`src/rtl/count_arbiter.sv`:
```
// count_arbiter: time-shares one counter between NREQ one-shot delay requesters.
// Define COUNT_ARB_FIXED_PRIO_EN for fixed lowest-index priority instead of round-robin.
module count_arbiter #(
  parameter int unsigned NREQ         = 4,
  parameter int unsigned COUNTER_SIZE = 32
) (
  input  logic                         clk,
  input  logic                         reset_n,
  input  logic [NREQ-1:0]              req,
  input  logic [NREQ*COUNTER_SIZE-1:0] period,
  output logic [NREQ-1:0]              gnt,
  output logic [NREQ-1:0]              done,
  output logic                         busy,
  output logic                         ctr_clr_n,
  output logic                         ctr_enable,
  output logic [7:0]                   ctr_mode,
  output logic [COUNTER_SIZE-1:0]      ctr_match,
  input  logic                         ctr_match_occured
);

  localparam int unsigned IdxW = $clog2(NREQ);

  typedef enum logic [1:0] {StIdle, StLoad, StRun, StDone} state_e;

  state_e                  state_q, state_d;
  logic [IdxW-1:0]         idx_q, idx_d;
  logic [COUNTER_SIZE-1:0] match_q, match_d;
  logic [NREQ-1:0]         gnt_q, gnt_d;
  logic                    clr_rel_q;

  logic [IdxW-1:0]         win_idx;
  logic                    win_found;

  logic [COUNTER_SIZE-1:0] period_arr [NREQ];

  for (genvar i = 0; i < NREQ; i++) begin : g_period
    assign period_arr[i] = period[i*COUNTER_SIZE +: COUNTER_SIZE];
  end

`ifdef COUNT_ARB_FIXED_PRIO_EN
  always_comb begin
    win_found = 1'b0;
    win_idx   = '0;
    for (int i = int'(NREQ) - 1; i >= 0; i--) begin
      if (req[i]) begin
        win_found = 1'b1;
        win_idx   = IdxW'(i);
      end
    end
  end
`else
  logic [IdxW-1:0] ptr_q, ptr_d;
  logic [IdxW:0]   sum;
  logic [IdxW-1:0] cand;

  // Walk offsets from farthest to nearest so the first hit after the pointer wins.
  always_comb begin
    win_found = 1'b0;
    win_idx   = ptr_q;
    sum       = '0;
    cand      = '0;
    for (int k = int'(NREQ) - 1; k >= 0; k--) begin
      sum  = {1'b0, ptr_q} + (IdxW+1)'(k);
      cand = (sum >= (IdxW+1)'(NREQ)) ? IdxW'(sum - (IdxW+1)'(NREQ)) : sum[IdxW-1:0];
      if (req[cand]) begin
        win_found = 1'b1;
        win_idx   = cand;
      end
    end
  end

  always_comb begin
    ptr_d = ptr_q;
    if (state_q == StDone) begin
      ptr_d = (idx_q == IdxW'(NREQ - 1)) ? '0 : idx_q + IdxW'(1);
    end
  end

  always_ff @(posedge clk or negedge reset_n) begin
    if (!reset_n) begin
      ptr_q <= '0;
    end else begin
      ptr_q <= ptr_d;
    end
  end
`endif

  always_ff @(posedge clk or negedge reset_n) begin
    if (!reset_n) begin
      state_q   <= StIdle;
      idx_q     <= '0;
      match_q   <= '0;
      gnt_q     <= '0;
      clr_rel_q <= 1'b0;
    end else begin
      state_q   <= state_d;
      idx_q     <= idx_d;
      match_q   <= match_d;
      gnt_q     <= gnt_d;
      clr_rel_q <= 1'b1;
    end
  end

  always_comb begin
    state_d = state_q;
    idx_d   = idx_q;
    match_d = match_q;
    gnt_d   = gnt_q;
    unique case (state_q)
      StIdle: begin
        if (win_found) begin
          idx_d   = win_idx;
          match_d = period_arr[win_idx];
          gnt_d   = NREQ'(1) << win_idx;
          state_d = StLoad;
        end
      end
      StLoad: begin
        if (match_q == '0) begin
          gnt_d   = '0;
          state_d = StDone;
        end else begin
          state_d = StRun;
        end
      end
      StRun: begin
        // Abandon wins over a match seen in the same cycle.
        if (!req[idx_q]) begin
          gnt_d   = '0;
          state_d = StIdle;
        end else if (ctr_match_occured) begin
          gnt_d   = '0;
          state_d = StDone;
        end
      end
      StDone: begin
        state_d = StIdle;
      end
      default: begin
        gnt_d   = '0;
        state_d = StIdle;
      end
    endcase
  end

  always_comb begin
    gnt        = gnt_q;
    done       = '0;
    busy       = (state_q != StIdle);
    ctr_enable = 1'b0;
    ctr_clr_n  = clr_rel_q;
    ctr_mode   = 8'h03;
    ctr_match  = match_q;
    unique case (state_q)
      StLoad:  ctr_clr_n  = 1'b0;
      StRun:   ctr_enable = 1'b1;
      StDone:  done       = NREQ'(1) << idx_q;
      default: ;
    endcase
  end

endmodule

```
`config.mk`:
```
export PLATFORM = sky130hd
export DESIGN_NAME = count_arbiter
export DESIGN_NICKNAME = d
export VERILOG_FILES = /design/src/rtl/count_arbiter.sv
export SDC_FILE = /design/constraint.sdc
export NUM_CORES = 1
export LEC_CHECK = 0
export ABC_AREA = 1
export BUFFER_PORTS_ARGS = -buffer_cell sky130_fd_sc_hd__buf_2
export CAP_MARGIN = 20
export CORE_MARGIN = 4
export CORE_UTILIZATION = 43
export DETAILED_ROUTE_END_ITERATION = 12
export PLACE_DENSITY = 0.84
export SYNTH_ARGS = -nofsm -noshare
export SYNTH_HDL_FRONTEND = slang
export SYNTH_SLANG_ARGS = --single-unit
```
`constraint.sdc`:
```
create_clock -name clk -period 1.65 [get_ports clk]
set_input_delay 0.0825 -clock clk [delete_from_list [all_inputs] [get_ports clk]]
set_output_delay 0.0825 -clock clk [all_outputs]
set_load 0.02 [all_outputs]
```
==> flow_summary_export.csv <==
group,metric,value,unit
sta,holdWs,0.1876,ns
synthesis,ys_warn_count,0,
sta,setup_tns,-13.63,ns
route,drc_errors,0,
power_and_ir_drop,p_per_area,2862,nW/µm²
route,drt_iter0_markers,400,
grt,track_usage,0.2684,
clocking,cts_buffers,5,
route,wl_per_cell,16.47,µm
sta,timing.final.crit_share,1.279,
placement,hpwl,9936,µm
grt,grt_first_pass_wirelength,22160,µm
grt,grt-ovfl-total,0,
critical_path,endpoint_kind,"flip-flop",
outcome,status,"finished with violations",
final_layout,stdcell_count,965,
final_layout,nNetsFinal,1000,
floorplanning,core.rowCount,34,
clocking,h-tree-depth,2,
placement,io_buffer_count,177,
final_layout,final_util,0.6848,
critical_path,crit_path_cell_trace,"buf_6 -> inv_8 -> nand2_8 -> nand3_4 -> buf_6 -> nand3_1 -> nand3_1 -> inv_2 -> o21ai_4 -> inv_4 -> buf_4 -> nand2_1 -> nand2_1 -> nand2_1 -> nand2_1",
critical_path,crit_buf_inv,6,
synthesis,muxShareOfSynthArea,0,
power_and_ir_drop,power.leakage,3.635,nW
grt,first_global_vias,4598,
floorplanning,io_pins,186,
clocking,cts_root_buf,"clkbuf_8",
synthesis,synthDistinctLibCells,26,
clocking,clock_path_buffers,2,
critical_path,worst_path_max_delay_cell,"dfrtp_1",
synthesis,synth-seq-cells,43,
grt,grt_antenna_before_repair,0,
critical_path,crit_arrival,2.29,ns
critical_path,start_kind,"flip-flop",
floorplanning,die_w,102.2,µm
critical_path,r2r-start,"ptr_q[0]$_DFFE_PN0P_",
clocking,cts_tree,"yes",
floorplanning,die_height,102.2,µm
placement,placed_cells,934,
synthesis,synth_top_family_by_area,"simple AND/OR/NAND/NOR gates",
final_layout,final-seq-area,1077,µm²
power_and_ir_drop,ir_drop,0.001452,V
sta,setup_viol,40,
synthesis,synth-xor-area-share,0.004587,
critical_path,path_common_cell,"nand2_1",
sta,clock_skew,0.003197,ns
sta,rsz0062_at_grt,"yes",
critical_path,timing.critical_path.required,1.82,ns
clocking,clk_pin_slew,0.08,ns
final_layout,fillerInstances,726,
min_path,holdCritPathClass,"input pin to flip-flop",
final_layout,area_delta_synth_final,55.64,%
synthesis,syn-cell-area,3819,µm²
outcome,violations,"negative setup slack",
synthesis,synthAdderAreaFrac,0.02949,
floorplanning,dieArea,10450,µm²
floorplanning,core-area,8678,µm²
synthesis,synthCells,643,
sta,finalMaxSlewViolations,0,
sta,final_hold_viol_count,0,
clocking,clkSinkCount,43,
route,vias,5077,
sta,setup_slack,-0.4609,ns
critical_path,cp-startpoint,"ptr_q[0]$_DFFE_PN0P_",
sta,clock.fmax,0.4737,GHz
grt,grt_max_degree,33,
final_layout,diodes,0,
route,routed_via_density,5.261,
critical_path,max_stage_delay,0.42,ns
clocking,clock_latency,0.29,ns
route,antenna_left,0,
flow_run,cap_violations,0,
critical_path,setup.worst_path.class,"flip-flop to flip-flop",
route,firstDrtPassIters,5,
sta,period_minus_slack,2.111,ns
final_layout,drive_gt1_frac,0.3921,
critical_path,cp_max_fo,5,
final_layout,multiInputGateArea,2540,µm²
synthesis,synth_compound_area_frac,0.03113,
placement,gp_congestion,0.9428,
min_path,hold_start,"period[28]",
synthesis,ys_seq_area_frac,0.2818,
synthesis,avgSynthCellArea,5.939,µm²
floorplanning,start_util,0.4400,
route,routed_wl,15890,µm
critical_path,cp_top_family,"buffers and inverters",
synthesis,synthSimpleGateAreaFrac,0.4885,
## timing repair
item,in CTS,in global routing
setup endpoints to repair,40,40
resized for setup,44,62
hold buffers,1,0
setup buffers,10,4
hold endpoints to repair,19,0
pin swaps,16,38
cloned,6,5
## synth_stat cells (all sizes together)
library cell  count  share of area
buf              36          0.068
xor2              1         0.0023
nand3           143           0.19
a31o              1         0.0023
conb              2         0.0020
clkbuf            8         0.0079
or2               2         0.0033
o21bai            1         0.0020
nor2             17          0.019
o21ai            12          0.019
a21oi             4         0.0062
a21boi            1         0.0020
nor4              3         0.0049
inv              88          0.086
xnor2             1         0.0023
nand2           271           0.27
ha                9          0.029
dfrtp            43           0.28
## logic make-up after synthesis
kind of cell,count (synthesis)
simple gates,436
buf+inv,132
compound gates,19
other cells,2
flops,43
fa+ha+maj,9
xor+xnor,2
## layer usage
metal	share of wire	wire, µm	track usage
met1	0.38	6017	0.3586
met2	0.48	7628	0.4363
met3	0.089	1407	0.03959
met4	0.053	836	0.1090
met5	0	0	0
## final cells by class
type | instances | area share
inverter | 88 | 0.05768
sequential | 43 | 0.1813
timing repair buffer | 243 | 0.2941
tap | 108 | 0.02274
multi-input combinational | 475 | 0.4274
clock buffer | 8 | 0.01684
## registers in the layout, summed over array words and instances (netlist names)
signal / cells
clr_rel_q: 1
ctr_match: 32
gnt: 4
idx_q: 2
ptr_q: 2
state_q: 2
## power by group
| part | total [mW] | internal, mW | leakage [nW] | switching, mW |
|---|---|---|---|---|
| combinational | 14.2 | 5.91 | 3.05 | 8.31 |
| clock | 0.735 | 0.382 | 0.0515 | 0.353 |
| sequential | 2.06 | 1.60 | 0.534 | 0.456 |
## worst reg2reg max path, delay by kind of cell (launching register included)
family	cells	cell delay (ns)
buffers and inverters	6	0.67
AND/OR/NAND/NOR	8	0.66
flip-flops	1	0.42
AO/OA/AOI/OAI	1	0.25
## worst paths after layout
check | endpoint | slack (ns) | cells after the start
worst max-delay path | ctr_match[4]$_DFFE_PN0P_ | -0.46 | 15
min in group asynchronous | ctr_match[9]$_DFFE_PN0P_ | 0.28 | 2
worst min register to register | gnt[1]$_DFFE_PN0P_ | 0.48 | 2
max in group asynchronous | ptr_q[1]$_DFFE_PN0P_ | 0.87 | 3
worst max register to register | ctr_match[4]$_DFFE_PN0P_ | -0.46 | 15
worst min-delay path | ctr_match[28]$_DFFE_PN0P_ | 0.19 | 7
## cells in the final DEF (no fill, tap or decap), types with 2 or more instances in the layout
cell,n
a21oi_1,2
buf_12,15
buf_16,4
buf_2,177
buf_4,36
buf_6,5
clkbuf_16,4
clkbuf_8,7
conb_1,9
dfrtp_1,42
ha_1,9
inv_1,81
inv_2,4
inv_4,2
nand2_1,232
nand2_2,25
nand2_4,10
nand2_8,4
nand3_1,117
nand3_2,23
nand3_4,3
nor2_1,14
nor2_4,3
nor4_1,2
o21ai_0,5
o21ai_1,4
o21ai_2,2
or2_2,2
## per-stage QoR
| step | setup slack, ns | cell area [µm²] | total power, mW |
|---|---|---|---|
| 3_5_place_dp | -0.3406 | 5096 | 12.62 |
| 6_report | -0.4609 | 5943 | 17.01 |
| 5_1_grt | -0.5397 | 5943 | 18.17 |
| 4_1_cts | -0.3203 | 5624 | 15.34 |
| 2_1_floorplan | -0.08106 | 3902 | 9.204 |
| 3_3_place_gp | -0.2928 | 5096 | 12.47 |
Note: power is estimated with default switching activity, not from simulation.
